[src/rtl/regfile_wb_arbiter_if.sv]
// regfile_wb_arbiter_if
// Bundles every non-clock/reset signal of the register-file write-port
// arbiter.
//   slave  : view used by the arbiter. Pipeline WB, mul/div issue/result and
//            decode operands are inputs; MD_READY, HAZARD, WB_STALL and the
//            register-file write port are outputs.
//   master : mirror view for whoever drives the arbiter (pipeline / bench).
interface regfile_wb_arbiter_if;
  logic        WB_EN;
  logic [4:0]  WB_ADDR;
  logic [31:0] WB_DATA;
  logic        MD_ISSUE;
  logic [4:0]  MD_ISSUE_ADDR;
  logic        MD_VALID;
  logic [4:0]  MD_ADDR;
  logic [31:0] MD_DATA;
  logic        MD_READY;
  logic [4:0]  RS1_ADDR;
  logic [4:0]  RS2_ADDR;
  logic [4:0]  RD_ADDR;
  logic        HAZARD;
  logic        WB_STALL;
  logic        WRITE_EN;
  logic [4:0]  WRITE_ADDR;
  logic [31:0] WRITE_DATA;

  modport slave (
    input  WB_EN, WB_ADDR, WB_DATA,
    input  MD_ISSUE, MD_ISSUE_ADDR,
    input  MD_VALID, MD_ADDR, MD_DATA,
    output MD_READY,
    input  RS1_ADDR, RS2_ADDR, RD_ADDR,
    output HAZARD, WB_STALL,
    output WRITE_EN, WRITE_ADDR, WRITE_DATA
  );

  modport master (
    output WB_EN, WB_ADDR, WB_DATA,
    output MD_ISSUE, MD_ISSUE_ADDR,
    output MD_VALID, MD_ADDR, MD_DATA,
    input  MD_READY,
    output RS1_ADDR, RS2_ADDR, RD_ADDR,
    input  HAZARD, WB_STALL,
    input  WRITE_EN, WRITE_ADDR, WRITE_DATA
  );
endinterface

[src/rtl/regfile_wb_arbiter.sv]
// regfile_wb_arbiter
// Owns the single write port of the 32x32 register file. Writeback (WB) has
// fixed priority; mul/div (MD) results queue in a DEPTH-entry FIFO and drain
// whenever WB is idle or after STARVE_MAX consecutive blocked cycles, when a
// one-cycle WB bubble (WB_STALL) is forced. A busy scoreboard of outstanding
// MD destinations drives HAZARD back to decode.
// Ports:
//   CLK      : clock, all state updates on posedge
//   RESET_N  : synchronous active-low reset; also forces outputs quiet
//   bus      : regfile_wb_arbiter_if.slave (WB, MD issue/result, decode
//              operands, MD_READY, HAZARD, WB_STALL, register-file write port)
module regfile_wb_arbiter #(
  parameter int DEPTH      = 2,
  parameter int STARVE_MAX = 4
) (
  input  logic                  CLK,
  input  logic                  RESET_N,
  regfile_wb_arbiter_if.slave   bus
);

  localparam int PW = (DEPTH > 1) ? $clog2(DEPTH) : 1;
  localparam int CW = $clog2(DEPTH + 1);
  localparam int SW = $clog2(STARVE_MAX) + 1;

  // FIFO entry: {rd, data}
  logic [36:0]   fifo_q [DEPTH];
  logic [36:0]   fifo_d [DEPTH];
  logic [PW-1:0] wptr_q, wptr_d;
  logic [PW-1:0] rptr_q, rptr_d;
  logic [CW-1:0] count_q, count_d;
  logic [31:0]   busy_q, busy_d;
  logic [SW-1:0] starve_q, starve_d;
  logic          wb_stall_q, wb_stall_d;

  logic          nonempty_s;
  logic          md_ready_s;
  logic          push_s;
  logic          wb_win_s;
  logic          pop_s;
  logic [4:0]    head_addr_s;
  logic [31:0]   head_data_s;
  logic [4:0]    sel_addr_s;
  logic [31:0]   sel_data_s;

  // Port arbitration and FIFO handshake decode.
  always_comb begin
    nonempty_s  = (count_q != {CW{1'b0}});
    md_ready_s  = RESET_N & (count_q != CW'(DEPTH));
    push_s      = bus.MD_VALID & md_ready_s;
    // A stalled cycle never lets WB win, so a stray WB_EN is dropped.
    wb_win_s    = bus.WB_EN & ~wb_stall_q;
    pop_s       = ~wb_win_s & nonempty_s;
    head_addr_s = fifo_q[rptr_q][36:32];
    head_data_s = fifo_q[rptr_q][31:0];
    if (wb_win_s) begin
      sel_addr_s = bus.WB_ADDR;
      sel_data_s = bus.WB_DATA;
    end else if (pop_s) begin
      sel_addr_s = head_addr_s;
      sel_data_s = head_data_s;
    end else begin
      sel_addr_s = 5'd0;
      sel_data_s = 32'd0;
    end
  end

  // Outputs; x0 writes are suppressed but an x0 head still pops.
  always_comb begin
    bus.MD_READY   = md_ready_s;
    bus.WB_STALL   = RESET_N & wb_stall_q;
    bus.WRITE_EN   = RESET_N & (wb_win_s | pop_s) & (sel_addr_s != 5'd0);
    bus.WRITE_ADDR = sel_addr_s;
    bus.WRITE_DATA = sel_data_s;
    bus.HAZARD     = RESET_N & ((busy_q[bus.RS1_ADDR] & (bus.RS1_ADDR != 5'd0)) |
                                (busy_q[bus.RS2_ADDR] & (bus.RS2_ADDR != 5'd0)) |
                                (busy_q[bus.RD_ADDR]  & (bus.RD_ADDR  != 5'd0)));
  end

  // Next-state for FIFO, scoreboard and starvation counter.
  always_comb begin
    fifo_d = fifo_q;
    wptr_d = wptr_q;
    rptr_d = rptr_q;
    if (push_s) begin
      fifo_d[wptr_q] = {bus.MD_ADDR, bus.MD_DATA};
      wptr_d         = wptr_q + PW'(1);
    end else begin
      wptr_d = wptr_q;
    end
    if (pop_s) begin
      rptr_d = rptr_q + PW'(1);
    end else begin
      rptr_d = rptr_q;
    end

    case ({push_s, pop_s})
      2'b10:   count_d = count_q + CW'(1);
      2'b01:   count_d = count_q - CW'(1);
      default: count_d = count_q;
    endcase

    // Clear first so a same-cycle issue to the popped rd leaves it busy.
    busy_d = busy_q;
    if (pop_s) begin
      busy_d[head_addr_s] = 1'b0;
    end else begin
      busy_d = busy_q;
    end
    if (bus.MD_ISSUE) begin
      busy_d[bus.MD_ISSUE_ADDR] = 1'b1;
    end else begin
      busy_d = busy_d;
    end
    busy_d[0] = 1'b0;

    // Stall fires on the STARVE_MAX-th consecutive blocked cycle.
    if (nonempty_s & wb_win_s) begin
      if (starve_q == SW'(STARVE_MAX - 1)) begin
        starve_d   = {SW{1'b0}};
        wb_stall_d = 1'b1;
      end else begin
        starve_d   = starve_q + SW'(1);
        wb_stall_d = 1'b0;
      end
    end else begin
      starve_d   = {SW{1'b0}};
      wb_stall_d = 1'b0;
    end
  end

  // State registers with synchronous active-low reset.
  always_ff @(posedge CLK) begin
    if (!RESET_N) begin
      fifo_q     <= '{default: 37'd0};
      wptr_q     <= {PW{1'b0}};
      rptr_q     <= {PW{1'b0}};
      count_q    <= {CW{1'b0}};
      busy_q     <= 32'd0;
      starve_q   <= {SW{1'b0}};
      wb_stall_q <= 1'b0;
    end else begin
      fifo_q     <= fifo_d;
      wptr_q     <= wptr_d;
      rptr_q     <= rptr_d;
      count_q    <= count_d;
      busy_q     <= busy_d;
      starve_q   <= starve_d;
      wb_stall_q <= wb_stall_d;
    end
  end

endmodule

[src/flat_wrapper.sv]
// flat-port wrapper written by rule: the top's interface ports become plain ports
module regfile_wb_arbiter_flat 
#(
  parameter int DEPTH      = 2,
  parameter int STARVE_MAX = 4
)
  (CLK, RESET_N, bus_WB_EN, bus_WB_ADDR, bus_WB_DATA, bus_MD_ISSUE, bus_MD_ISSUE_ADDR, bus_MD_VALID, bus_MD_ADDR, bus_MD_DATA, bus_MD_READY, bus_RS1_ADDR, bus_RS2_ADDR, bus_RD_ADDR, bus_HAZARD, bus_WB_STALL, bus_WRITE_EN, bus_WRITE_ADDR, bus_WRITE_DATA);
  regfile_wb_arbiter_if bus_i ();
  input  logic CLK;
  input  logic RESET_N;
  input wire logic [$bits(bus_i.WB_EN)-1:0] bus_WB_EN;
  input wire logic [$bits(bus_i.WB_ADDR)-1:0] bus_WB_ADDR;
  input wire logic [$bits(bus_i.WB_DATA)-1:0] bus_WB_DATA;
  input wire logic [$bits(bus_i.MD_ISSUE)-1:0] bus_MD_ISSUE;
  input wire logic [$bits(bus_i.MD_ISSUE_ADDR)-1:0] bus_MD_ISSUE_ADDR;
  input wire logic [$bits(bus_i.MD_VALID)-1:0] bus_MD_VALID;
  input wire logic [$bits(bus_i.MD_ADDR)-1:0] bus_MD_ADDR;
  input wire logic [$bits(bus_i.MD_DATA)-1:0] bus_MD_DATA;
  output wire logic [$bits(bus_i.MD_READY)-1:0] bus_MD_READY;
  input wire logic [$bits(bus_i.RS1_ADDR)-1:0] bus_RS1_ADDR;
  input wire logic [$bits(bus_i.RS2_ADDR)-1:0] bus_RS2_ADDR;
  input wire logic [$bits(bus_i.RD_ADDR)-1:0] bus_RD_ADDR;
  output wire logic [$bits(bus_i.HAZARD)-1:0] bus_HAZARD;
  output wire logic [$bits(bus_i.WB_STALL)-1:0] bus_WB_STALL;
  output wire logic [$bits(bus_i.WRITE_EN)-1:0] bus_WRITE_EN;
  output wire logic [$bits(bus_i.WRITE_ADDR)-1:0] bus_WRITE_ADDR;
  output wire logic [$bits(bus_i.WRITE_DATA)-1:0] bus_WRITE_DATA;
  assign bus_i.WB_EN = bus_WB_EN;
  assign bus_i.WB_ADDR = bus_WB_ADDR;
  assign bus_i.WB_DATA = bus_WB_DATA;
  assign bus_i.MD_ISSUE = bus_MD_ISSUE;
  assign bus_i.MD_ISSUE_ADDR = bus_MD_ISSUE_ADDR;
  assign bus_i.MD_VALID = bus_MD_VALID;
  assign bus_i.MD_ADDR = bus_MD_ADDR;
  assign bus_i.MD_DATA = bus_MD_DATA;
  assign bus_MD_READY = bus_i.MD_READY;
  assign bus_i.RS1_ADDR = bus_RS1_ADDR;
  assign bus_i.RS2_ADDR = bus_RS2_ADDR;
  assign bus_i.RD_ADDR = bus_RD_ADDR;
  assign bus_HAZARD = bus_i.HAZARD;
  assign bus_WB_STALL = bus_i.WB_STALL;
  assign bus_WRITE_EN = bus_i.WRITE_EN;
  assign bus_WRITE_ADDR = bus_i.WRITE_ADDR;
  assign bus_WRITE_DATA = bus_i.WRITE_DATA;
  regfile_wb_arbiter #(.DEPTH(DEPTH), .STARVE_MAX(STARVE_MAX)) u_core (.CLK(CLK), .RESET_N(RESET_N), .bus(bus_i));
endmodule
[config.mk]
export PLATFORM = sky130hd
export DESIGN_NAME = regfile_wb_arbiter_flat
export DESIGN_NICKNAME = d
export VERILOG_FILES = /design/src/rtl/regfile_wb_arbiter_if.sv /design/src/rtl/regfile_wb_arbiter.sv /design/src/flat_wrapper.sv
export SDC_FILE = /design/constraint.sdc
export NUM_CORES = 1
export LEC_CHECK = 0
export BUFFER_PORTS_ARGS = -buffer_cell sky130_fd_sc_hd__buf_2
export CORE_MARGIN = 1
export CORE_UTILIZATION = 54
export CTS_CLUSTER_DIAMETER = 80
export CTS_CLUSTER_SIZE = 30
export DETAILED_ROUTE_END_ITERATION = 8
export PLACE_DENSITY = 0.83
export SYNTH_ARGS = -nofsm -noshare
export SYNTH_HDL_FRONTEND = slang
export SYNTH_SLANG_ARGS = --single-unit
export TNS_END_PERCENT = 100
[constraint.sdc]
create_clock -name CLK -period 2.4 [get_ports CLK]
set_input_delay 0.12 -clock CLK [delete_from_list [all_inputs] [get_ports CLK]]
set_output_delay 0.12 -clock CLK [all_outputs]
set_load 0.01 [all_outputs]
==> reports/summary.txt <==
Status -> complete, but fails checks
Failing checks -> setup timing
Clk sink count -> 113
Minimum hold slack -> 78.7 ps
Num ports -> 140
Post-Syn Area per Cell -> 8.19 um^2
Die area -> 0.0117 mm^2
Kind of critical path -> register to primary output
Crit path arrival time -> 2530 ps
Starting Density -> 0.557
Final period util -> 1.11
CP Capture Type -> primary output
Synth cell types -> 43
Setup crit start kind -> register
Max Cap Violations -> 0
RePlAce Congestion -> 0.936
Syn Inst Count -> 740
Clock insertion delay at the later pin of the skew report -> 510 ps
Num CTS Buffers -> 17
Highest Clock Rate -> 377 MHz
Final Skew -> 8.68 ps
Number of global-route vias before repair -> 5729
DR vias -> 6045
Final Hold Fails -> 0
# diodes -> 0
CP required -> 2280 ps
Synth warn -> 0
PnR worst setup slack -> -254 ps
Residual DRC count -> 0
Fraction of layout cells with a size suffix above 1 -> 0.251
Buf+Inv Stages, Crit Path -> 1
Final Total Pwr -> 5.72 mW
Seq/Total Area, Yosys -> 0.373
Core area -> 0.0109 mm^2
Synth-to-Final Area Change -> 29.9%
Crit path max-delay family -> multiplexers
Antenna violations before repair -> 0
Critical path fanouts, max -> 4
First-pass GRT wire length -> 27300 um
#FFs+latches synth -> 113
Largest net degree at the start of global routing -> 63
Post-detail-place hpwl -> 10800 um
Pre-Repair DR Iteration Count -> 5
Fin nets -> 1005
Critical path's slowest cell -> or4_1
Setup violators final -> 1
Tightest Hold Check Type -> input pin to register
Max transition margin -> 0.276
Stages on worst setup path -> 6
Width of the die -> 108 um
RSZ-0062 raised after global routing -> true
Lkg Pwr -> 3.05 nW
Via/cell ratio -> 5.73
Clk pin slew, worst setup/hold paths -> 60 ps
Site Rows -> 38
Clock H-tree levels -> 4
CP peak stage delay -> 500 ps
Synth Cell Area -> 0.00606 mm^2
Slew Viols, Final -> 0
Die Span Y -> 108 um
GRT overflow -> 0
WL/cell -> 16.6 um
CTS tree -> yes
Peak supply drop -> 464 uV
Synth Net Count -> 842
Reg2Reg Depth -> 6
Iteration-0 DRC Markers -> 423
Crit path cell chain -> mux4_2 -> mux2i_2 -> nor3b_1 -> or4_1 -> o41a_1 -> buf_2
Tot GR Track Use -> 0.301
Port Buf Inserts -> 139
Worst Hold Path Cells -> 4
Power Dens Cells -> 726 mW/mm^2
CTS root buffer -> clkbuf_8
Deepest clock path buffer count -> 2
Routed Antenna Nets -> 0
Drt total wl -> 17500 um
Worst slew pin tran -> 1070 ps
Fin crit period -> 2650 ps
synthesized netlist by cell type (all sizes together):
master	instances	share of area
a221o	1	0.0017
xnor2	3	0.0043
o21a	1	0.0012
and2	3	0.0031
clkbuf	42	0.026
a21boi	107	0.13
a22oi	2	0.0025
buf	8	0.0066
nor3b	7	0.0087
or4	1	0.0012
mux2i	51	0.084
nor3	6	0.0050
o41a	1	0.0019
and4b	1	0.0017
nand2b	5	0.0052
nor4	2	0.0021
mux4	18	0.070
o22ai	3	0.0031
nor2	16	0.0099
a32o	3	0.0050
nand2	233	0.14
nor2b	5	0.0052
dfxtp	113	0.37
nand4b	1	0.0014
and3	2	0.0021
or3	1	0.0010
and3b	4	0.0058
a21oi	4	0.0033
ha	3	0.0062
inv	8	0.0050
o211ai	2	0.0025
o21ai	72	0.059
nand3	3	0.0025
mux2	3	0.0056
or2	1	0.0010
and4	1	0.0014
a31o	1	0.0014
o2111ai	2	0.0029
final timing paths:
check	from	end	slack (ps)
setup / recovery	u_core.busy_q[11]$_SDFF_PN0_	bus_HAZARD	-250
hold / removal	bus_MD_ISSUE_ADDR[2]	u_core.busy_q[16]$_SDFF_PN0_	80
setup reg to reg	u_core.count_q[0]$_SDFFE_PN0P_	u_core.count_q[1]$_SDFFE_PN0P_	370
hold reg to reg	u_core.starve_q[0]$_SDFF_PP0_	u_core.starve_q[0]$_SDFF_PP0_	420
final cells by class:
cell class                      count  area, um^2
Tap cell                          140         175
Clock buffer                       21         459
Multi-Input combinational cell    569        3570
Fill cell                         822        3010
Clock inverter                     10         110
Inverter                            8        30.0
Sequential cell                   113        2280
Timing Repair Buffer              194        1240
flip-flops by register name (all words and copies together) (netlist names):
register and flops:
u_core.rptr_q 1, u_core.busy_q 31, u_core.count_q 2, u_core.fifo_q 74, u_core.starve_q 3, u_core.wptr_q 1
u_core.wb_stall_q 1
per-stage QoR:
step | std cells | setup WS (ps) | util | cell area, um^2 | setup TNS, ps
after global routing | 1055 | -326 | 0.723 | 7880 | -326
final | 1055 | -254 | 0.723 | 7880 | -254
after global placement | 984 | 135 | 0.631 | 6870 | 0
after floorplan | 740 | 371 | - | 6060 | 0
after CTS | 1054 | -262 | 0.719 | 7830 | -262
after detailed placement | 984 | 136 | 0.631 | 6870 | 0
layout by cell type, fill, tap and decap left out, drive strengths merged, types with 4 or more instances in the layout:
master and n:
a21boi 107, a21oi 4, and3b 4, buf 156, clkbuf 22, clkinv 4
clkinvlp 4, dfxtp 113, dlygate4sd3 37, inv 8, mux2i 51, mux4 18
nand2 233, nand2b 5, nor2 16, nor2b 5, nor3 6, nor3b 7
o21ai 72
timing repair:
action | CTS | global route
hold buffers | 37 | 0
hold endpoints to repair | 74 | 0
gates resized for setup | 16 | 9
setup buffers | 2 | 0
cloned | 0 | 1
pin swaps | 1 | 2
endpoints found under the setup margin | 2 | 2
power breakdown:
part | internal (mW) | switching [mW] | total [mW]
Sequential | 1.98 | 0.0969 | 2.07
Clock | 1.54 | 0.854 | 2.40
Combinational | 0.539 | 0.707 | 1.25
Total | 4.06 | 1.66 | 5.72
cells by family after synthesis:
kind of cell	after synthesis	synth area share
XOR/XNOR	3	0.00434
flip-flops	113	0.373
AO/OA/AOI/OAI	199	0.217
multiplexers	72	0.160
buffers and inverters	58	0.0378
AND/OR/NAND/NOR	292	0.201
adder cells (fa/ha/maj)	3	0.00619
per-layer routing:
metal,vias up,wire length [um],track usage
met3,30,1440,0.0772
met1,2836,7180,0.364
met4,0,394,0.136
met2,294,8480,0.503
met5,-,0,0
li1,2885,-,-
tightest hold or removal path, stage by stage:
cell      delay (ps)
buf_2            170
nor3b_1          110
nand2_1           70
a21boi_0          70
(Power assumes the default switching activity.)
